<file path="config.mk">
export PLATFORM = sky130hd
export DESIGN_NAME = fb_write_sched
export DESIGN_NICKNAME = d
export VERILOG_FILES = /design/src/rtl/fb_pkg.sv /design/src/rtl/fb_fill_engine.sv /design/src/rtl/fb_write_sched.sv
export SDC_FILE = /design/constraint.sdc
export NUM_CORES = 1
export LEC_CHECK = 0
export ABC_AREA = 1
export ABC_CLOCK_PERIOD_IN_PS = 3100
export CORE_MARGIN = 4
export CORE_UTILIZATION = 50
export CTS_CLUSTER_SIZE = 14
export DETAILED_ROUTE_END_ITERATION = 10
export GPL_TIMING_DRIVEN = 0
export PLACE_DENSITY_LB_ADDON = 0.3
export SETUP_SLACK_MARGIN = 0.3
export SLEW_MARGIN = 20
export SYNTH_ARGS = -nofsm -noshare
export SYNTH_HDL_FRONTEND = slang
export SYNTH_SLANG_ARGS = --single-unit
</file>
<file path="constraint.sdc">
create_clock -name clk -period 3.1 [get_ports clk]
set_input_delay 0.31 -clock clk [delete_from_list [all_inputs] [get_ports clk]]
set_output_delay 0.31 -clock clk [all_outputs]
set_load 0.03 [all_outputs]
</file>
<file path="src/rtl/fb_pkg.sv">
// fb_pkg: frame-buffer defaults, fill FSM states and the shared (x,y) -> address helper
package fb_pkg;
  localparam int DEF_H_RES  = 640;
  localparam int DEF_V_RES  = 480;
  localparam int DEF_ADDR_W = 19;

  typedef enum logic [1:0] {IDLE, WAIT_VBL, RUN, DONE} fill_state_t;

  // hres is a constant at every call site, so the multiply reduces to shift-add
  function automatic logic [DEF_ADDR_W-1:0] xy_to_addr(input logic [9:0] x, input logic [8:0] y,
                                                        input int hres = DEF_H_RES);
    return DEF_ADDR_W'(y) * DEF_ADDR_W'(hres) + DEF_ADDR_W'(x);
  endfunction
endpackage

</file>
<file path="src/rtl/fb_fill_engine.sv">
// fb_fill_engine: clipped rectangle fill, one pixel request per granted cycle; FB_FILL_VBLANK_EN holds the first write until vblank
module fb_fill_engine
  import fb_pkg::*;
#(
  parameter int H_RES  = DEF_H_RES,
  parameter int V_RES  = DEF_V_RES,
  parameter int ADDR_W = DEF_ADDR_W
) (
  input  logic              clk,
  input  logic              rst_n,
  input  logic              start,
  input  logic [9:0]        x0,
  input  logic [8:0]        y0,
  input  logic [9:0]        w,
  input  logic [8:0]        h,
  input  logic              color,
  input  logic              vblank,
  input  logic              grant,
  output logic              req,
  output logic [ADDR_W-1:0] addr,
  output logic              data,
  output logic              busy,
  output logic              done
);
  localparam logic [10:0] HR = 11'(H_RES);
  localparam logic [9:0]  VR = 10'(V_RES);

  fill_state_t       state, nxt;
  logic [10:0]       col, x_lo, x_end, x_sum;
  logic [9:0]        row, y_end, y_sum;
  logic [ADDR_W-1:0] row_base;
  logic              empty, zero, last_col, last_row;

  assign x_sum    = {1'b0, x0} + {1'b0, w};
  assign y_sum    = {1'b0, y0} + {1'b0, h};
  assign zero     = w == '0 || h == '0 || {1'b0, x0} >= HR || {1'b0, y0} >= VR;
  assign last_col = col + 11'd1 == x_end;
  assign last_row = row + 10'd1 == y_end;
  assign req      = state == RUN && !empty;
  assign addr     = row_base + ADDR_W'(col);
  assign busy     = state == WAIT_VBL || state == RUN;
  assign done     = state == DONE;

`ifndef FB_FILL_VBLANK_EN
  logic unused_vblank;
  assign unused_vblank = vblank;
`endif

  // next state; an empty rectangle spends a single request-free RUN cycle before DONE
  always_comb begin
    nxt = state;
    case (state)
`ifdef FB_FILL_VBLANK_EN
      IDLE:     if (start) nxt = zero ? RUN : WAIT_VBL;
      WAIT_VBL: if (vblank) nxt = RUN;
`else
      IDLE:     if (start) nxt = RUN;
`endif
      RUN:      if (empty || (grant && last_col && last_row)) nxt = DONE;
      DONE:     nxt = IDLE;
      default:  nxt = IDLE;
    endcase
  end

  // state register, clipped rectangle latch and raster counters (row base stepped by addition)
  always_ff @(posedge clk) begin
    if (!rst_n) begin
      state <= IDLE;
      empty <= 1'b0;
    end else begin
      state <= nxt;
      if (state == IDLE && start) begin
        x_lo     <= {1'b0, x0};
        col      <= {1'b0, x0};
        row      <= {1'b0, y0};
        x_end    <= x_sum > HR ? HR : x_sum;
        y_end    <= y_sum > VR ? VR : y_sum;
        row_base <= ADDR_W'(xy_to_addr(10'd0, y0, H_RES));
        data     <= color;
        empty    <= zero;
      end else if (grant) begin
        col <= last_col ? x_lo : col + 11'd1;
        if (last_col) begin
          row      <= row + 10'd1;
          row_base <= row_base + ADDR_W'(H_RES);
        end
      end
    end
  end
endmodule

</file>
<file path="src/rtl/fb_write_sched.sv">
// fb_write_sched: round-robin arbiter of CPU pixel writes and the fill engine onto a registered RAM write port (FB_FILL_VBLANK_EN: tear-free fill start)
module fb_write_sched
  import fb_pkg::*;
#(
  parameter int H_RES  = DEF_H_RES,
  parameter int V_RES  = DEF_V_RES,
  parameter int ADDR_W = DEF_ADDR_W
) (
  input  logic              clk,
  input  logic              rst_n,
  input  logic              cpu_valid,
  output logic              cpu_ready,
  input  logic [9:0]        cpu_x,
  input  logic [8:0]        cpu_y,
  input  logic              cpu_data,
  input  logic              fill_start,
  input  logic [9:0]        fill_x0,
  input  logic [8:0]        fill_y0,
  input  logic [9:0]        fill_w,
  input  logic [8:0]        fill_h,
  input  logic              fill_color,
  output logic              fill_busy,
  output logic              fill_done,
  input  logic              vblank,
  output logic              fb_we,
  output logic [ADDR_W-1:0] fb_waddr,
  output logic              fb_wdata
);
  localparam logic [10:0] HR = 11'(H_RES);
  localparam logic [9:0]  VR = 10'(V_RES);

  logic              fill_req, fill_color_q, gnt_fill, gnt_cpu, last_cpu, cpu_in;
  logic [ADDR_W-1:0] fill_addr, cpu_addr;

  fb_fill_engine #(.H_RES(H_RES), .V_RES(V_RES), .ADDR_W(ADDR_W)) u_fill (
    .clk(clk), .rst_n(rst_n), .start(fill_start),
    .x0(fill_x0), .y0(fill_y0), .w(fill_w), .h(fill_h), .color(fill_color),
    .vblank(vblank), .grant(gnt_fill), .req(fill_req), .addr(fill_addr),
    .data(fill_color_q), .busy(fill_busy), .done(fill_done)
  );

  assign cpu_addr  = ADDR_W'(xy_to_addr(cpu_x, cpu_y, H_RES));
  assign cpu_in    = {1'b0, cpu_x} < HR && {1'b0, cpu_y} < VR;
  assign gnt_fill  = fill_req && (!cpu_valid || last_cpu);
  assign gnt_cpu   = rst_n && cpu_valid && !gnt_fill;
  assign cpu_ready = gnt_cpu;

  // round-robin pointer and the registered write port; off-screen CPU writes are acknowledged but not written
  always_ff @(posedge clk) begin
    if (!rst_n) begin
      last_cpu <= 1'b0;
      fb_we    <= 1'b0;
      fb_waddr <= '0;
      fb_wdata <= 1'b0;
    end else begin
      if (gnt_cpu || gnt_fill) begin
        last_cpu <= gnt_cpu;
        fb_waddr <= gnt_fill ? fill_addr : cpu_addr;
        fb_wdata <= gnt_fill ? fill_color_q : cpu_data;
      end
      fb_we <= gnt_fill || (gnt_cpu && cpu_in);
    end
  end
endmodule

</file>
==> reports/qor.txt <==
Hold Path Cell Cnt - 3
Hold Crit Start - fill_y0[1]
Slew Limit Fails - 0
sequential power share - 36.1%
Worst Tran Pin Value - 0.824 ns
Worst Skew - 0.00768 ns
final setup violating endpoints - 0
WS Path Type - in2reg
Leak - 3.84 nW
Synth Instances - 922
flops & latches, synth - 90
Int Power - 2.90 mW
average routed wire per standard cell - 13.8 um
Crit. End Element - register
gr usage total - 21.0%
first-pass GRT wire length - 27500 um
vias - 6442
placed cell areas - 8010 um^2
Clock Tree Root - clkbuf_16
fin crit period - 2.64 ns
RD Place Congestion - 0.905
die area - 15700 um^2
post-synthesis cell area - 6880 um^2
pwr dens - 569 nW/um^2
Clock Tree Buf Depth - 2
RR Startpoint - u_fill.col[0]
flop-to-flop setup slack - 0.54 ns
ANT cells - 0
clock latency on the worst-skew pair - 0.34 ns
Hold Path Sink - u_fill.row_base[8]
largest net degree at the start of global routing - 18
CTS buffer count - 9
design area - 8420 um^2
htree depth - 3
CTS tree - yes
Clock power frac - 21.4%
initial DRC count - 568
Clock Sinks - 90
worst r2r dst - u_fill.row[7]
outcome - complete, no violations
Seq/Total Area, Yosys - 35.6%
Initial Util - 51.5%
Max-slew headroom - 45.0%
period utilisation layout - 85.2%
Final WS setup - 0.459 ns
critical path startpoint - fill_x0[0]
Die Y - 125 um
Die W - 125 um
most common cell after layout, fill and taps aside - nand2_1
Hold WS - 0.435 ns
maximum VDD drop - 0.293 mV
vias in the first global route - 6009
warnings from Yosys - 0
maxcap violations - 0
Setup crit start kind - primary input
initial antenna violation count - 0
Worst EP required - 3.18 ns
worst hold path type - in2reg
endpoints failing hold - 0
drt first pass iters - 5
Max Fanout on Critical Path - 8
DRC - 0
RSZ-0062 raised after global routing - no
io pins - 88
Worst-path clk slew - 0.07 ns
Synth cell types - 47
Cells after DPL - 1186
crit path DAT - 2.72 ns
total grt overflow - 0
layout filler cell count - 1212
final total power - 4.79 mW
Post-synth EDFFs - 65
syn_area_per_cell - 7.46 um^2
r2r worst-path depth - 11
Core ar. - 13300 um^2
Psw - 1.89 mW
Port Buffers - 86
Gate power share - 42.4%
post-place setup slack - -0.237 ns
Top FF cell, synth - edfxtp_1
layout cells sized above 1 - 5.22%
Post-DRT Antenna Nets - 0
synth-to-layout area growth - 22.3%
Max Fclk - 379 MHz
DP HPWL - 13000 um
row count - 42
DRT Wirelength - 16700 um
Async SR Flop Fraction - 0%
switching share of power - 39.5%
nets@finish - 1160
drt via density - 5.32
Final Instance Count excl. Fillers - 1211
most frequent cells in the layout - 254 x nand2_1, 121 x inv_1, 83 x clkdlybuf4s50_1
hold-fix buffers at CTS - 0
## how the worst max path moves through the flow
stage	to	slack [ns]	cells past startpoint
after detailed placement	cpu_ready	-0.24	7
after floorplan	u_fill.data	0.38	5
after CTS	u_fill.row[7]	0.32	11
after global placement	u_fill.x_end[7]	-0.93	4
after global routing	fb_waddr[17]	0.32	12
final	u_fill.x_end[5]	0.46	13
## cells by family (layout without fill, tap and decap cells)
| group | count (synthesis) | in the layout | share of synthesized area, % |
|---|---|---|---|
| flip-flops | 90 | 90 | 35.6 |
| XOR/XNOR | 29 | 29 | 3.80 |
| other | 1 | 2 | 0.0545 |
| AO/OA/AOI/OAI | 144 | 145 | 11.8 |
| AND/OR/NAND/NOR | 455 | 455 | 28.4 |
| adder cells (fa/ha/maj) | 66 | 66 | 12.7 |
| buffers and inverters | 137 | 248 | 7.58 |
## synth_stat cells (13+ instances only)
cell	n	area, um^2
nand2_1	256	961
inv_1	121	454
nor2_1	74	278
edfxtp_1	65	1950
nand3_1	65	325
ha_1	60	751
o21ai_0	47	235
a21oi_1	46	230
dfxtp_1	25	500
xor2_1	23	201
a31oi_1	14	87.6
nand4_1	13	81.3
nor3_1	13	65.1
## registers in the layout (all words and copies together), names as in the netlist
| name | flops |
|---|---|
| fb_wdata | 1 |
| fb_we | 1 |
| u_fill.x_end | 11 |
| u_fill.state | 2 |
| u_fill.row_base | 12 |
| u_fill.col | 11 |
| u_fill.data | 1 |
| u_fill.row | 10 |
| last_cpu | 1 |
| u_fill.x_lo | 10 |
| fb_waddr | 19 |
| u_fill.y_end | 10 |
| u_fill.empty | 1 |
## critical path, cell delays in order
cell and delay (ns):
clkdlybuf4s50_1 0.53, ha_2 0.25, inv_1 0.07, fa_1 0.41, inv_1 0.08, nand3_1 0.06, nand2_1 0.11, nand2_1 0.06
nand3_1 0.13, xor2_2 0.20, nor2_1 0.09, o21ai_2 0.30, a21boi_0 0.14
## per-stage QoR
step	utilization, %	TNS [ns]
floorplan	-	0
global placement	59.7	-35.87
detailed placement	60.0	-0.568
CTS	62.6	0
global route	63.0	0
finish	63.0	0
## routing by layer
| metal | GRT usage (%) | wire [um] |
|---|---|---|
| met1 | 27.7 | 7610 |
| met2 | 35.6 | 7690 |
| met3 | 2.81 | 1000 |
| met4 | 7.53 | 352 |
| met5 | 0 | 0 |
## final cells by class
type,instances,area [um^2],area share (%)
flip-flops and latches,90,2450,29.1
clock inverters,7,53.8,0.639
multi-input cells,697,3980,47.3
repair buffers,95,961,11.4
inverters,123,463,5.50
clock buffers,9,225,2.68
well taps,176,220,2.62
plain buffers,14,61.3,0.729
## power by group through the flow
stage / registers [mW] / clock network [mW] / logic [mW]
after detailed placement: 1.75 / 0 / 1.95
after global placement: 1.75 / 0 / 1.90
after floorplan: 1.84 / 0 / 1.23
after global routing: 1.75 / 1.09 / 2.27
final: 1.73 / 1.03 / 2.03
after CTS: 1.73 / 1.04 / 2.00
## what timing repair did
action	in CTS	in global routing
gates resized for setup	6	16
endpoints found under the setup margin	24	50
endpoints found under the hold margin	0	0
pin swaps	2	3
cloned	1	0
setup buffers	4	4
Note: power is estimated with default switching activity, not from simulation.
